$ cat config.mk
export PLATFORM = sky130hd
export DESIGN_NAME = store_buffer_flat
export DESIGN_NICKNAME = d
export VERILOG_FILES = /design/src/rtl/store_buffer_if.sv /design/src/rtl/store_buffer.sv /design/src/flat_wrapper.sv
export SDC_FILE = /design/constraint.sdc
export NUM_CORES = 1
export LEC_CHECK = 0
export CORE_ASPECT_RATIO = 0.7
export CORE_MARGIN = 5
export CORE_UTILIZATION = 51
export DETAILED_ROUTE_END_ITERATION = 16
export MAX_ROUTING_LAYER = met4
export PLACE_DENSITY_LB_ADDON = 0.08
export REMOVE_ABC_BUFFERS = 1
export SETUP_SLACK_MARGIN = 0.2
export SLEW_MARGIN = 10
export SYNTH_ARGS = -nofsm -noshare
export SYNTH_HDL_FRONTEND = slang
export SYNTH_SLANG_ARGS = --single-unit
$ cat constraint.sdc
create_clock -name clock -period 3.5 [get_ports clock]
set_input_delay 0.35 -clock clock [delete_from_list [all_inputs] [get_ports clock]]
set_output_delay 0.35 -clock clock [all_outputs]
set_load 0.03 [all_outputs]
$ cat src/rtl/store_buffer_if.sv
// Store handshake, load-conflict query and data-memory write port of the store buffer.
// STORE_BUFFER_FORWARD_EN adds the forwardValid/forwardData load-forwarding signals.
interface store_buffer_if #(
    parameter int DEPTH = 4
);
    logic                       storeValid;
    logic [31:0]                addressRegister;
    logic [31:0]                storeData;
    logic [3:0]                 realStoreByteEnable;
    logic                       storeComplete;
    logic                       loadRequest;
    logic [31:0]                loadAddress;
    logic [3:0]                 loadByteEnable;
    logic                       loadHazard;
    logic                       memWriteValid;
    logic [31:0]                memWriteAddress;
    logic [31:0]                memWriteData;
    logic [3:0]                 memWriteByteEnable;
    logic                       memWriteReady;
    logic [$clog2(DEPTH+1)-1:0] occupancy;
    logic                       empty;
`ifdef STORE_BUFFER_FORWARD_EN
    logic                       forwardValid;
    logic [31:0]                forwardData;
`endif

    // Buffer side.
    modport slave (
        input  storeValid, addressRegister, storeData, realStoreByteEnable,
        input  loadRequest, loadAddress, loadByteEnable, memWriteReady,
        output storeComplete, loadHazard, memWriteValid, memWriteAddress,
        output memWriteData, memWriteByteEnable, occupancy, empty
`ifdef STORE_BUFFER_FORWARD_EN
        , output forwardValid, forwardData
`endif
    );

    // Memory stage and data-memory side.
    modport master (
        output storeValid, addressRegister, storeData, realStoreByteEnable,
        output loadRequest, loadAddress, loadByteEnable, memWriteReady,
        input  storeComplete, loadHazard, memWriteValid, memWriteAddress,
        input  memWriteData, memWriteByteEnable, occupancy, empty
`ifdef STORE_BUFFER_FORWARD_EN
        , input forwardValid, forwardData
`endif
    );
endinterface

$ cat src/rtl/store_buffer.sv
// FIFO store buffer: single-cycle store accept, background drain to data memory, load-conflict detection.
// Define STORE_BUFFER_FORWARD_EN to forward data from a fully covering youngest matching entry.
module store_buffer #(
    parameter int DEPTH = 4
) (
    input logic           clock,
    input logic           reset,
    store_buffer_if.slave sb
);
    localparam int PTR_W = $clog2(DEPTH);
    localparam int OCC_W = $clog2(DEPTH+1);

    logic [PTR_W-1:0] head_reg, tail_reg;
    logic [OCC_W-1:0] occ_reg, occ_next;
    logic [29:0]      addr_mem [DEPTH];
    logic [31:0]      data_mem [DEPTH];
    logic [3:0]       be_mem   [DEPTH];

    logic enq, deq;
    logic unused_addr_lsbs;

    assign unused_addr_lsbs = ^{sb.addressRegister[1:0], sb.loadAddress[1:0]};

    // Fullness is registered, so a same-cycle dequeue never frees a slot for the current store.
    assign enq = reset && sb.storeValid && (occ_reg < OCC_W'(DEPTH));
    assign deq = (occ_reg != '0) && sb.memWriteReady;

    always_comb begin
        occ_next = occ_reg;
        if (enq && !deq) begin
            occ_next = occ_reg + OCC_W'(1);
        end else if (!enq && deq) begin
            occ_next = occ_reg - OCC_W'(1);
        end
    end

    always_ff @(posedge clock or negedge reset) begin
        if (!reset) begin
            head_reg <= '0;
            tail_reg <= '0;
            occ_reg  <= '0;
        end else begin
            occ_reg <= occ_next;
            if (enq) tail_reg <= tail_reg + PTR_W'(1);
            if (deq) head_reg <= head_reg + PTR_W'(1);
        end
    end

    always_ff @(posedge clock) begin
        if (enq) begin
            addr_mem[tail_reg] <= sb.addressRegister[31:2];
            data_mem[tail_reg] <= sb.storeData;
            be_mem[tail_reg]   <= sb.realStoreByteEnable;
        end
    end

    assign sb.storeComplete      = enq;
    assign sb.occupancy          = occ_reg;
    assign sb.empty              = (occ_reg == '0);
    assign sb.memWriteValid      = (occ_reg != '0);
    assign sb.memWriteAddress    = {addr_mem[head_reg], 2'b00};
    assign sb.memWriteData       = data_mem[head_reg];
    assign sb.memWriteByteEnable = be_mem[head_reg];

    // Entries indexed by age: age 0 is the youngest (tail-1), valid while age < occupancy.
    logic [PTR_W-1:0] age_idx [DEPTH];
    logic [DEPTH-1:0] age_match;
`ifdef STORE_BUFFER_FORWARD_EN
    logic [DEPTH-1:0] age_cover;
    logic [31:0]      age_data [DEPTH];
`endif

    generate
        for (genvar gi = 0; gi < DEPTH; gi++) begin : g_age
            assign age_idx[gi]   = tail_reg - PTR_W'(gi + 1);
            assign age_match[gi] = (OCC_W'(gi) < occ_reg)
                                && (addr_mem[age_idx[gi]] == sb.loadAddress[31:2])
                                && ((be_mem[age_idx[gi]] & sb.loadByteEnable) != 4'b0000);
`ifdef STORE_BUFFER_FORWARD_EN
            assign age_cover[gi] = ((be_mem[age_idx[gi]] & sb.loadByteEnable) == sb.loadByteEnable);
            assign age_data[gi]  = data_mem[age_idx[gi]];
`endif
        end
    endgenerate

`ifdef STORE_BUFFER_FORWARD_EN
    logic        fwd_found, fwd_hit;
    logic [31:0] fwd_data;

    always_comb begin
        fwd_found = 1'b0;
        fwd_hit   = 1'b0;
        fwd_data  = '0;
        for (int k = 0; k < DEPTH; k++) begin
            if (!fwd_found && age_match[k]) begin
                fwd_found = 1'b1;
                fwd_hit   = age_cover[k];
                fwd_data  = age_data[k];
            end
        end
    end

    assign sb.loadHazard   = reset && sb.loadRequest && fwd_found && !fwd_hit;
    assign sb.forwardValid = reset && sb.loadRequest && fwd_found && fwd_hit;
    assign sb.forwardData  = fwd_data;
`else
    assign sb.loadHazard = reset && sb.loadRequest && (age_match != '0);
`endif
endmodule

$ cat src/flat_wrapper.sv
// flat-port wrapper written by rule: the top's interface ports become plain ports
module store_buffer_flat 
#(
    parameter int DEPTH = 4
)
  (clock, reset, sb_storeValid, sb_addressRegister, sb_storeData, sb_realStoreByteEnable, sb_loadRequest, sb_loadAddress, sb_loadByteEnable, sb_memWriteReady, sb_storeComplete, sb_loadHazard, sb_memWriteValid, sb_memWriteAddress, sb_memWriteData, sb_memWriteByteEnable, sb_occupancy, sb_empty);
  store_buffer_if #(.DEPTH(DEPTH)) sb_i ();
  input logic clock;
  input logic reset;
  input wire logic [$bits(sb_i.storeValid)-1:0] sb_storeValid;
  input wire logic [$bits(sb_i.addressRegister)-1:0] sb_addressRegister;
  input wire logic [$bits(sb_i.storeData)-1:0] sb_storeData;
  input wire logic [$bits(sb_i.realStoreByteEnable)-1:0] sb_realStoreByteEnable;
  input wire logic [$bits(sb_i.loadRequest)-1:0] sb_loadRequest;
  input wire logic [$bits(sb_i.loadAddress)-1:0] sb_loadAddress;
  input wire logic [$bits(sb_i.loadByteEnable)-1:0] sb_loadByteEnable;
  input wire logic [$bits(sb_i.memWriteReady)-1:0] sb_memWriteReady;
  output wire logic [$bits(sb_i.storeComplete)-1:0] sb_storeComplete;
  output wire logic [$bits(sb_i.loadHazard)-1:0] sb_loadHazard;
  output wire logic [$bits(sb_i.memWriteValid)-1:0] sb_memWriteValid;
  output wire logic [$bits(sb_i.memWriteAddress)-1:0] sb_memWriteAddress;
  output wire logic [$bits(sb_i.memWriteData)-1:0] sb_memWriteData;
  output wire logic [$bits(sb_i.memWriteByteEnable)-1:0] sb_memWriteByteEnable;
  output wire logic [$bits(sb_i.occupancy)-1:0] sb_occupancy;
  output wire logic [$bits(sb_i.empty)-1:0] sb_empty;
  assign sb_i.storeValid = sb_storeValid;
  assign sb_i.addressRegister = sb_addressRegister;
  assign sb_i.storeData = sb_storeData;
  assign sb_i.realStoreByteEnable = sb_realStoreByteEnable;
  assign sb_i.loadRequest = sb_loadRequest;
  assign sb_i.loadAddress = sb_loadAddress;
  assign sb_i.loadByteEnable = sb_loadByteEnable;
  assign sb_i.memWriteReady = sb_memWriteReady;
  assign sb_storeComplete = sb_i.storeComplete;
  assign sb_loadHazard = sb_i.loadHazard;
  assign sb_memWriteValid = sb_i.memWriteValid;
  assign sb_memWriteAddress = sb_i.memWriteAddress;
  assign sb_memWriteData = sb_i.memWriteData;
  assign sb_memWriteByteEnable = sb_i.memWriteByteEnable;
  assign sb_occupancy = sb_i.occupancy;
  assign sb_empty = sb_i.empty;
  store_buffer #(.DEPTH(DEPTH)) u_core (.clock(clock), .reset(reset), .sb(sb_i));
endmodule
==> flow_metrics.tcl <==
set metrics [dict create \
    final_period_minus_worst_setup_slack_ns 3.99 \
    cts_max_level 1 \
    report.final.setup_viol 1 \
    viasPerCell 6.33 \
    max_slew_margin_pct 59.8 \
    gr-usage-all-layers_pct 24.6 \
    postSynth.asyncResetShare_pct 2.58 \
    grt_pass1_wl_um 61000 \
    top_register_by_number_of_flip_flops "u_core.data_mem" \
    power.ir.vdd_worst_mv 0.561 \
    netlist_top_cells_area "edfxtp_1, mux4_2, mux2i_1" \
    worst-path-stages 12 \
    dieHeight_um 155 \
    wl_met3_um 3690 \
    synthDominantCellAreaShare_pct 52.0 \
    clock_latency_ns 0.55 \
    fin_util_pct 64.7 \
    tritoncts "done" \
    crit_chain "inv_2 > ha_4 > buf_6 > buf_4 > mux2i_2 > nor3_1 > or4_1 > nor4_1 > nand4_1 > nor4_2 > o311a_1 > buf_4" \
    failed_checks "negative setup slack" \
    yosys_most_used_dff "edfxtp_1" \
    worstRegToRegCells 6 \
    startpoint "u_core.tail_reg[0]" \
    synth-warning-count 0 \
    layout_worst_path_cycle_share_pct 114 \
    detailedPlacementHpwl_um 28300 \
    fin_tns_setup_ns -0.489 \
    post_synth_inst_count 887 \
    clk_pin_slew_worst_paths_ns 0.06 \
    yosysSeqAreaShare_pct 53.2 \
    max-clock-path-buffers 3 \
    largest_reg_flops 128 \
    grt_start_max_net_pins 44 \
    drt-met1-wl_um 17900 \
    rsz_0062_raised_after_global_routing "yes" \
    start_kind "flip-flop" \
    floorplan.die_area_um2 33500 \
    clock-root-buffer "clkbuf_16" \
    antenna_violations_before_repair 2 \
    yosysMostFrequentCell "edfxtp_1" \
    gp_congestion 1.01 \
    synthTopCellsByCount "edfxtp_1, mux4_2, mux2i_1" \
    worstReg2RegEnd "u_core.data_mem[3][23]" \
    regToRegSetupSlack_ns 1.20 \
    number_of_synthesized_flops_with_an_enable_pin 264 \
    final.setup_skew_ns 0.00587 \
    timing_worst_setup_path_type "flip-flop to primary output" \
    report.final.slew_viol_count 0 \
    cpMostUsedCell "buf_4" \
    tightest_slew_ns 0.601 \
    crit_path_top_delay_cell "or4_1" \
    via_count_of_the_first_global_routing_pass 9521 \
    critical_path.max_stage_delay_ns 0.51 \
    layout_top_registers "u_core.data_mem (128), u_core.addr_mem (120), u_core.be_mem (16)" \
    run_status "finished, violations left" \
    total_power_mw 16.8 \
    num-fill-cells 2079 \
    maxClockFrequency_mhz 251 \
    postCtsHoldBufs 0 \
    critical_register_to_register_path_startpoint "u_core.tail_reg[0]" \
    fin_ws_ns -0.489 \
    leakagePower_nw 6.28 \
    layout.nets 1217 \
    top_signal_layer_used "met4" \
    synth_area_per_cell_um2 17.2 \
    netlist.top_cell.by_area "edfxtp_1" \
    largest_fanout_on_the_critical_path 7 \
    die_width_um 217 \
    postSynthRegisterBits 271 \
    post_route_cells_drive_above_1_share_pct 27.6 \
    io-pin-count 184 \
    cp_data_arrival_time_ns 3.64 \
    drc 0 \
    maxCapViolations 0 \
    cts-buffers-inserted 28 \
    min-delay-path-class "input pin to async pin" \
    timing.critical_path.buf_inv 4 \
    global_route.overflow_total 0 \
    detailroute.via_count 9482 \
    final_antenna_net_count 0 \
    worst-endpoint-required_ns 3.15 \
    detailroute.wirelength.met2_um 17700 \
    powerDensity_nw_per_um2 888 \
    area_growth_syn_to_layout_pct 23.8 \
    report.final.hold_viol_count 0 \
    wirelength_um 39900 \
    rows 52 \
    netlist-cell-type-count 55 \
    critical_path.top_delay_family "simple AND/OR/NAND/NOR gates" \
    drtIter0Drc 781 \
    clock_sinks 271 \
    core_area_um2 29100 \
    final_routed_wire_length_divided_by_cell_count_um 26.7 \
    port_buffers 177 \
    critPathCapture "sb_loadHazard" \
    endpoint_kind "primary output" \
    drtPass1Iterations 7 \
    initial_core_util_pct 52.3 \
    timing.hold.ws_ns 0.123 \
    mappedNetlistArea_um2 15200 \
]
## through the flow
| step | cell area, um^2 | cells | setup slack (ns) |
|---|---|---|---|
| 2_1_floorplan | 14800 | 818 | -6.79 |
| 3_3_place_gp | 17800 | 1441 | 0.0668 |
| 4_1_cts | 18800 | 1496 | -0.478 |
| 6_report | 18900 | 1498 | -0.489 |
| 3_5_place_dp | 17800 | 1441 | 0.0746 |
| 5_1_grt | 18900 | 1498 | -0.585 |
## how the worst min path moves through the flow
stage,start,slack (ns),endpoint,cells past startpoint
after floorplan,reset,0.05,u_core.head_reg[0],0
after global placement,u_core.sb.occupancy[1],0.59,u_core.sb.occupancy[1],2
after detailed placement,u_core.sb.occupancy[1],0.60,u_core.sb.occupancy[1],2
after CTS,reset,0.10,u_core.sb.occupancy[2],2
after global routing,reset,0.14,u_core.sb.occupancy[0],2
final,reset,0.12,u_core.sb.occupancy[2],2
## repair_timing
| item | CTS | global route |
|---|---|---|
| setup endpoints to repair | 1 | 1 |
| buffers inserted | 6 | 0 |
| pin swaps | 1 | 0 |
| gates cloned | 0 | 0 |
| resized for setup | 4 | 4 |
## cell families (layout without fill, tap and decap cells)
family / after synthesis / in the layout / share of synthesized area, %
AO/OA/AOI/OAI: 73 / 73 / 3.44
XOR/XNOR: 106 / 106 / 6.10
adder cells (fa/ha/maj): 9 / 9 / 0.739
buffers and inverters: 87 / 317 / 3.21
flip-flops: 271 / 271 / 53.2
multiplexers: 247 / 247 / 30.1
other: 1 / 4 / 0.0246
AND/OR/NAND/NOR: 93 / 93 / 3.17
## metal layers
layer  track usage (%)  vias to the layer above
met5                 -                        -
met4              4.39                        0
met3              7.07                       48
met2              34.0                      405
met1              37.3                     4911
li1                  -                     4118
## cell type report
class / count / area, um^2 / area share (%)
antenna: 2 / 5.00 / 0.0265
clock buffer: 33 / 719 / 3.82
clock inverter: 16 / 229 / 1.21
inverter: 17 / 63.8 / 0.338
multi-input combinational: 530 / 6700 / 35.5
sequential: 271 / 8120 / 43.1
tap: 378 / 473 / 2.51
timing repair buffer: 251 / 2540 / 13.5
## placed cells by master (no fill, tap or decap), types with 12 or more instances in the layout
master	netlist	routed
clkdlybuf4s50_1	0	176
nor2_1	12	12
xnor2_1	62	62
xor2_1	44	44
o21ai_0	12	12
nand2_1	25	25
clkbuf_16	0	28
mux2i_1	72	71
a21oi_1	13	13
mux4_2	167	167
buf_4	19	56
buf_12	0	17
inv_1	16	16
nand4_1	12	12
edfxtp_1	264	264
## power breakdown
group          internal [mW]  switching, mW  total [mW]
registers               3.87          0.303        4.17
clock network           1.84           1.24        3.08
logic                   4.77           4.73        9.50
total                   10.5           6.27        16.8
Power figures use the tool's default switching activity.
